==> config.mk <==
export PLATFORM = sky130hd
export DESIGN_NAME = alu_cmd_sequencer
export DESIGN_NICKNAME = d
export VERILOG_FILES = /design/src/rtl/alu_cmd_sequencer.sv
export SDC_FILE = /design/constraint.sdc
export NUM_CORES = 1
export LEC_CHECK = 0
export CAP_MARGIN = 20
export CORE_UTILIZATION = 45
export CTS_BUF_LIST = sky130_fd_sc_hd__clkbuf_4 sky130_fd_sc_hd__clkbuf_8
export CTS_CLUSTER_SIZE = 20
export DETAILED_ROUTE_END_ITERATION = 12
export PLACE_DENSITY = 0.67
export SLEW_MARGIN = 30
export SYNTH_ARGS = -nofsm -noshare
export SYNTH_HDL_FRONTEND = slang
export SYNTH_SLANG_ARGS = --single-unit
==> constraint.sdc <==
create_clock -name clk -period 2.9 [get_ports clk]
set_clock_uncertainty 0.1 [all_clocks]
set_input_delay 0.29 -clock clk [delete_from_list [all_inputs] [get_ports clk]]
set_output_delay 0.29 -clock clk [all_outputs]
set_load 0.005 [all_outputs]
==> src/rtl/alu_cmd_sequencer.sv <==
// alu_cmd_sequencer: command front-end for a combinational alu.
// Commands are buffered in a small FIFO and issued to the alu one at a time.
// Each result is captured into a valid/ready response register and becomes
// the accumulator, so a command can use the previous result as operand A.
`timescale 1ns/1ps

module alu_cmd_sequencer #(
  parameter int WIDTH = 8,
  parameter int DEPTH = 4
) (
  input  logic             clk,
  input  logic             rst_n,
  input  logic             cmd_valid,
  output logic             cmd_ready,
  input  logic [3:0]       cmd_op,
  input  logic [WIDTH-1:0] cmd_a,
  input  logic [WIDTH-1:0] cmd_b,
  input  logic             cmd_use_acc,
  output logic [WIDTH-1:0] alu_a,
  output logic [WIDTH-1:0] alu_b,
  output logic [3:0]       alu_op,
  input  logic [WIDTH-1:0] alu_result,
  input  logic             alu_zero,
  input  logic             alu_carry,
  input  logic             alu_overflow,
  output logic             rsp_valid,
  input  logic             rsp_ready,
  output logic [WIDTH-1:0] rsp_result,
  output logic [2:0]       rsp_flags,
  output logic [WIDTH-1:0] acc,
  output logic [15:0]      op_count,
  output logic             busy
);

  // One extra pointer bit separates the full and empty cases.
  localparam int PTR_W = $clog2(DEPTH) + 1;

  typedef enum logic [1:0] {S_IDLE, S_EXEC, S_WB} state_t;

  typedef struct packed {
    logic [3:0]       op;
    logic [WIDTH-1:0] a;
    logic [WIDTH-1:0] b;
    logic             use_acc;
  } cmd_t;

  cmd_t             r_mem [DEPTH];
  logic [PTR_W-1:0] r_wr_ptr;
  logic [PTR_W-1:0] r_rd_ptr;
  state_t           r_state;
  logic [WIDTH-1:0] r_alu_a;
  logic [WIDTH-1:0] r_alu_b;
  logic [3:0]       r_alu_op;
  logic             r_rsp_valid;
  logic [WIDTH-1:0] r_rsp_result;
  logic [2:0]       r_rsp_flags;
  logic [WIDTH-1:0] r_acc;
  logic [15:0]      r_op_count;

  logic w_empty;
  logic w_full;
  logic w_push;
  logic w_pop;
  cmd_t w_head;

  assign w_empty = (r_wr_ptr == r_rd_ptr);
  assign w_full  = (r_wr_ptr[PTR_W-1] != r_rd_ptr[PTR_W-1]) &&
                   (r_wr_ptr[PTR_W-2:0] == r_rd_ptr[PTR_W-2:0]);
  assign w_push  = cmd_valid && !w_full;
  assign w_head  = r_mem[r_rd_ptr[PTR_W-2:0]];
  // A command issues from IDLE, or straight out of WB as the response leaves.
  assign w_pop   = !w_empty && ((r_state == S_IDLE) ||
                                ((r_state == S_WB) && rsp_ready));

  // FIFO storage: written at the tail on an accepted push.
  // NOTE: the storage array has no reset; an entry is only read after it has
  // been written, and the pointers (which are reset) decide what is valid.
  always_ff @(posedge clk) begin
    if (w_push) begin
      r_mem[r_wr_ptr[PTR_W-2:0]] <= '{op: cmd_op, a: cmd_a, b: cmd_b,
                                      use_acc: cmd_use_acc};
    end
  end

  // Tail pointer advances on every accepted push.
  // NOTE: sequential state uses non-blocking assignments so every register
  // samples pre-edge values, independent of block ordering.
  always_ff @(posedge clk or negedge rst_n) begin
    if (!rst_n) begin
      r_wr_ptr <= '0;
    end else if (w_push) begin
      r_wr_ptr <= r_wr_ptr + PTR_W'(1);
    end
  end

  // Issue/execute/write-back sequencer with registered alu and response outputs.
  always_ff @(posedge clk or negedge rst_n) begin
    if (!rst_n) begin
      r_state      <= S_IDLE;
      r_rd_ptr     <= '0;
      r_alu_a      <= '0;
      r_alu_b      <= '0;
      r_alu_op     <= '0;
      r_rsp_valid  <= 1'b0;
      r_rsp_result <= '0;
      r_rsp_flags  <= '0;
      r_acc        <= '0;
      r_op_count   <= '0;
    end else begin
      if (w_pop) begin
        r_alu_op <= w_head.op;
        r_alu_b  <= w_head.b;
        r_alu_a  <= w_head.use_acc ? r_acc : w_head.a;
        r_rd_ptr <= r_rd_ptr + PTR_W'(1);
      end
      case (r_state)
        S_IDLE: begin
          if (w_pop) r_state <= S_EXEC;
        end
        S_EXEC: begin
          r_rsp_result <= alu_result;
          r_rsp_flags  <= {alu_overflow, alu_carry, alu_zero};
          r_acc        <= alu_result;
          r_rsp_valid  <= 1'b1;
          r_state      <= S_WB;
        end
        S_WB: begin
          if (rsp_ready) begin
            r_rsp_valid <= 1'b0;
            r_op_count  <= r_op_count + 16'd1;
            r_state     <= w_pop ? S_EXEC : S_IDLE;
          end
        end
        default: r_state <= S_IDLE;
      endcase
    end
  end

  assign cmd_ready  = !w_full;
  assign alu_a      = r_alu_a;
  assign alu_b      = r_alu_b;
  assign alu_op     = r_alu_op;
  assign rsp_valid  = r_rsp_valid;
  assign rsp_result = r_rsp_result;
  assign rsp_flags  = r_rsp_flags;
  assign acc        = r_acc;
  assign op_count   = r_op_count;
  assign busy       = (r_state != S_IDLE) || !w_empty;

endmodule

* Word level (Yosys, flattened, before mapping)
Memories as Yosys holds them, arrays and structs flattened.
Cells that the tools add are included.
** Operators by class
- Div/mod/pow operators :: 0
- Shift operators :: 0
- Order comparisons :: 0
- Reduce and logical (&&, ||, !) cells :: 14
- $add $sub $neg :: 3
- Bitwise operators :: 0
- Eq/ne operators :: 7
- Muxes and demuxes :: 9
- Multipliers :: 0
** Operators by type and width (number)
- 16-bit by 1-bit adder with 16-bit output (second input constant) :: 1
- 8-bit two-way mux :: 1
- 3-bit by 1-bit adder with 3-bit output (second input constant) :: 2
- 2-bit case mux with 3 select lines :: 1
- 2-bit AND reduction :: 3
- 1-bit logical AND :: 4
- 1-bit two-way mux :: 4
- 2-bit two-way mux :: 2
- 2-bit inequality test (second input constant) :: 2
- 2-bit nonzero test :: 2
- 3-bit == test :: 1
- 2-bit by 1-bit == test with 1-bit output (second input constant) :: 1
- 2-bit == test :: 1
- 2-bit == test (second input constant) :: 1
- 1-bit zero test :: 2
- 2-bit zero test :: 1
- 1-bit logical OR :: 2
- 1-bit case mux with 2 select lines :: 1
- 1-bit inequality test :: 1
** Word-level totals
- Output and inout bits :: 58
- Bits of input ports :: 36
- Memories kept :: 1
- Register bits after elaboration :: 56
- Bits in latches :: 0
- RAM bits :: 84
- Bits in read-only memories :: 0
- Word-level logic and storage cells :: 44
** Memories
- r_mem :: depth 4, width 21, read ports 1, clocked after Yosys merged registers in 0, write ports 1, line 47 : cmd_t r_mem [DEPTH];

* Longest topological paths before layout
- Word-level depth :: 7
- Mapped depth :: 6
- Mapped depth without buffers :: 4

* Worst setup path before layout
OpenSTA, ideal clock, no wires.
- Path kind :: register to register
- Start :: register r_rd_ptr[1]
- End :: memory r_mem[3][0] (netlist name), enable pin
- Setup slack :: 716 ps
- Buffers on the path :: 1
- Cell stages (with the launch flop) :: 5
- Clock period less this slack :: 2184 ps
- Required time :: 2419 ps
- Arrival time :: 1703 ps
- Library setup time :: 381 ps
- Path through :: dfrtp_1 > buf_2 > xnor2_2 > a31oi_1 > and2_1
** On the way
- Longest elaborated chain between the ends :: 6
** Ends and longest elaborated chain
- start: declaration :: line 49 : logic [PTR_W-1:0] r_rd_ptr;
- start signal: assignment :: line 114 : r_rd_ptr <= r_rd_ptr + PTR_W'(1);
- 2-bit == test :: line 68 : (r_wr_ptr[PTR_W-2:0] == r_rd_ptr[PTR_W-2:0]);
- 1-bit logical AND :: line 67 : assign w_full = (r_wr_ptr[PTR_W-1] != r_rd_ptr[PTR_W-1]) &&
- 1-bit zero test :: line 69 : assign w_push = cmd_valid && !w_full;
- 1-bit logical AND :: line 69
- 1-bit two-way mux :: line 79 : if (w_push) begin
- 1-bit two-way mux (implied by the code) :: line 80 : r_mem[r_wr_ptr[PTR_W-2:0]] <= '{op: cmd_op, a: cmd_a, b: cmd_b,
- end: declaration :: line 47
No other way between the ends.

* Worst setup path after layout
- Start :: register r_wr_ptr[0]
- End :: output busy
** On the way
- Longest elaborated chain between the ends :: 3
** Ends and longest elaborated chain
- start: declaration :: line 48 : logic [PTR_W-1:0] r_wr_ptr;
- start signal: assignment :: line 92 : r_wr_ptr <= r_wr_ptr + PTR_W'(1);
- 3-bit == test :: line 66 : assign w_empty = (r_wr_ptr == r_rd_ptr);
- 1-bit zero test :: line 148 : assign busy = (r_state != S_IDLE) || !w_empty;
- 1-bit logical OR :: line 148
- end: declaration :: line 32 : output logic busy
No other way between the ends.

==> results.cfg <==
[run_status]
status = complete, no violations

[global_route]
grt_pass1_wl_um = 15200
antenna_found_initial = 0
grt_max_degree = 26
grt.total_usage_pct = 16.4
overflow = 0
first_global_vias = 2915

[routing]
routedWlPerCell_um = 16.9
via_per_inst = 5.08
route.detailed.drc = 0
wl_um = 9630
detail-route-antenna-nets = 0
drtIter0Drc = 113
first_pass_iters = 4
vias = 2897

[power]
leakagePower_nw = 2.64
irDropWorstVdd_v = 0.000559
power.switching_mw = 2.20
pwr-share-seq_pct = 41.2
pwr-share-clk_pct = 22.4
pwr_density_cell_nw_per_um2 = 1060
total_power_mw = 7.47
p_int_mw = 5.27
p_comb_share_pct = 36.4
switching_share_pct = 29.4

[worst_setup_path]
crit_type = flip-flop to output port
setup.worst_path.end = busy
r2r_start = r_wr_ptr[1]
reg2reg_slack_ns = 0.77
rr_endpoint = r_mem[3][20]
cp.required_ns = 2.51
critPathLaunchType = flip-flop
crit_start = r_wr_ptr[0]
cp_max_fo = 4
r2r_cells = 4
cp.arrival_ns = 1.85
cp-end-kind = output port

[sta]
finalMaxSlewViolations = 0
tightestPinTransition_ns = 0.526
slew_headroom_pct = 64.8
rsz0062_at_grt = false
min_period_ns = 2.24
fmax_ghz = 0.446
tns_ns = 0
finalWorstSetupSlack_ns = 0.657
hold_viol = 0
setup_viol = 0
post-route-period-util_pct = 77.3

[placed_design]
dpl_worst_slack_ns = 0.671
dp_hpwl_um = 6270
routabilityCongestion = 0.771
io_buffers = 93

[final_layout]
fillers = 941
final_cell_mix = 92 x clkdlybuf4s50_1, 84 x edfxtp_1, 55 x dfrtp_1, 21 x mux4_2, 17 x clkbuf_8
layout_commonest_cell = clkdlybuf4s50_1
final_layout_size_suffix_gt1_share_pct = 20.8
n_antenna_cell = 0
postLayoutCoreUtil_pct = 58.7
areaGrowthSynthToFinish_pct = 27.0
nets = 452

[cts]
cts.sinks = 140
cts_buffers = 17
htreeDepth = 4
root_buffer = clkbuf_8
cts_resized = 0
tritoncts = done
clk_latency_ns = 0.44
clk_pin_slew_worst_paths_ns = 0.07
cts_buffer_depth = 2

[die]
start_util_pct = 46.2
io_pins = 94
fp.dieH_um = 113
coreArea_sq_um = 12000
die-area_sq_um = 12800
rows = 40
die_x_um = 113

[flow_run]
drv_cap = 0

[min_path]
worstHoldPathType = primary input to asynchronous set/reset pin

[logic_synthesis]
synth_nets = 350
yosys_register_bits = 140
ys_seq_area_share_pct = 70.7
netlist_instances = 308
syn_avg_cell_area_sq_um = 18.0
synth_area_sq_um = 5550
yosys_warnings = 0
synth.distinct_cells = 32
## worst min path at each step
stage,start,to,depth (start not counted)
global route,rst_n,rsp_flags[2],2
CTS,rst_n,rsp_flags[2],2
detailed placement,rst_n,rsp_flags[2],1
finish,rst_n,acc[7],2
global placement,rst_n,rsp_flags[2],1
floorplan,rst_n,acc[0],0
## sequential cells by signal, indices dropped and copies added, names as in the netlist
| name | cells |
|---|---|
| r_mem | 84 |
| op_count | 16 |
| acc | 8 |
| alu_a | 8 |
| alu_b | 8 |
| alu_op | 4 |
| r_rd_ptr | 3 |
| r_wr_ptr | 3 |
| rsp_flags | 3 |
| r_state | 2 |
| rsp_valid | 1 |
## routing by layer
metal	share of wire [%]	wire length, um	vias to the layer above	GRT usage [%]
met4	1.0	99	0	7.63
li1	-	-	1350	-
met1	44	4270	1461	19.9
met5	0	0	-	0
met3	4.5	431	12	5.03
met2	50	4830	74	27.0
## power groups by stage
stage	registers, mW	clock network, mW	logic [mW]
after floorplan	3.06	0	1.76
after global placement	3.11	0	2.72
after detailed placement	3.13	0	2.76
after CTS	3.09	1.72	2.77
after global routing	3.15	1.79	2.94
final	3.08	1.67	2.72
## per-stage QoR
| stage | area (sq um) | hold WS (ns) | instances |
|---|---|---|---|
| floorplan | 5550 | -0.106 | 308 |
| global placement | 6610 | 0.103 | 537 |
| detailed placement | 6610 | 0.109 | 537 |
| CTS | 7050 | 0.167 | 570 |
| global route | 7050 | 0.183 | 570 |
| finish | 7050 | 0.181 | 570 |
## cells in the mapped netlist
| master | count | share of area [%] |
|---|---|---|
| mux4_2 | 21 | 8.5 |
| mux2_1 | 4 | 0.81 |
| nor3_1 | 1 | 0.090 |
| buf_4 | 11 | 1.5 |
| mux2_4 | 6 | 1.6 |
| and4_1 | 2 | 0.32 |
| and2_1 | 4 | 0.45 |
| xnor2_2 | 2 | 0.59 |
| mux2i_1 | 8 | 1.4 |
| clkbuf_1 | 2 | 0.14 |
| a21oi_1 | 10 | 0.90 |
| mux2_2 | 15 | 3.0 |
| inv_1 | 7 | 0.47 |
| buf_6 | 2 | 0.41 |
| a21o_1 | 1 | 0.14 |
| dfrtp_1 | 56 | 25 |
| xnor2_1 | 14 | 2.2 |
| o21ai_0 | 1 | 0.090 |
| nor2_1 | 12 | 0.81 |
| ha_1 | 6 | 1.4 |
| and3_1 | 2 | 0.23 |
| nor4_1 | 1 | 0.11 |
| buf_2 | 6 | 0.54 |
| and3b_1 | 1 | 0.16 |
| nand3_1 | 5 | 0.45 |
| a31oi_1 | 1 | 0.11 |
| xor2_1 | 7 | 1.1 |
| nand4_1 | 5 | 0.56 |
| nor2b_1 | 1 | 0.11 |
| edfxtp_1 | 84 | 45 |
| a311oi_4 | 1 | 0.47 |
| nand2_1 | 9 | 0.61 |
## worst max-delay path, stage by stage, from the launching register on
cell	delay, ns
dfrtp_1	0.46
xnor2_2	0.32
nand4_1	0.16
clkdlybuf4s50_1	0.47
## final cells by class
cell class              instances  area (sq um)  area share, %
multi-input cells             140          1460           20.7
inverters                       7          26.3          0.373
clock inverters                15           198           2.80
repair buffers                104          1020           14.5
flip-flops and latches        140          3930           55.7
well taps                     147           184           2.61
clock buffers                  17           234           3.32
## cell families (layout without fill, tap and decap cells)
kind of cell / Yosys count / in the layout / synth area share (%)
xor+xnor: 23 / 23 / 3.90
flops: 140 / 140 / 70.7
simple gates: 43 / 43 / 3.90
fa+ha+maj: 6 / 6 / 1.35
mux: 54 / 54 / 15.4
buf+inv: 28 / 143 / 3.04
compound gates: 14 / 14 / 1.71
## repair_timing
action / 4_1_cts / 5_1_grt
buffers inserted: 0 / 0
hold buffers: 1 / 0
hold endpoints to repair: 12 / 0
Power figures use the tool's default switching activity.
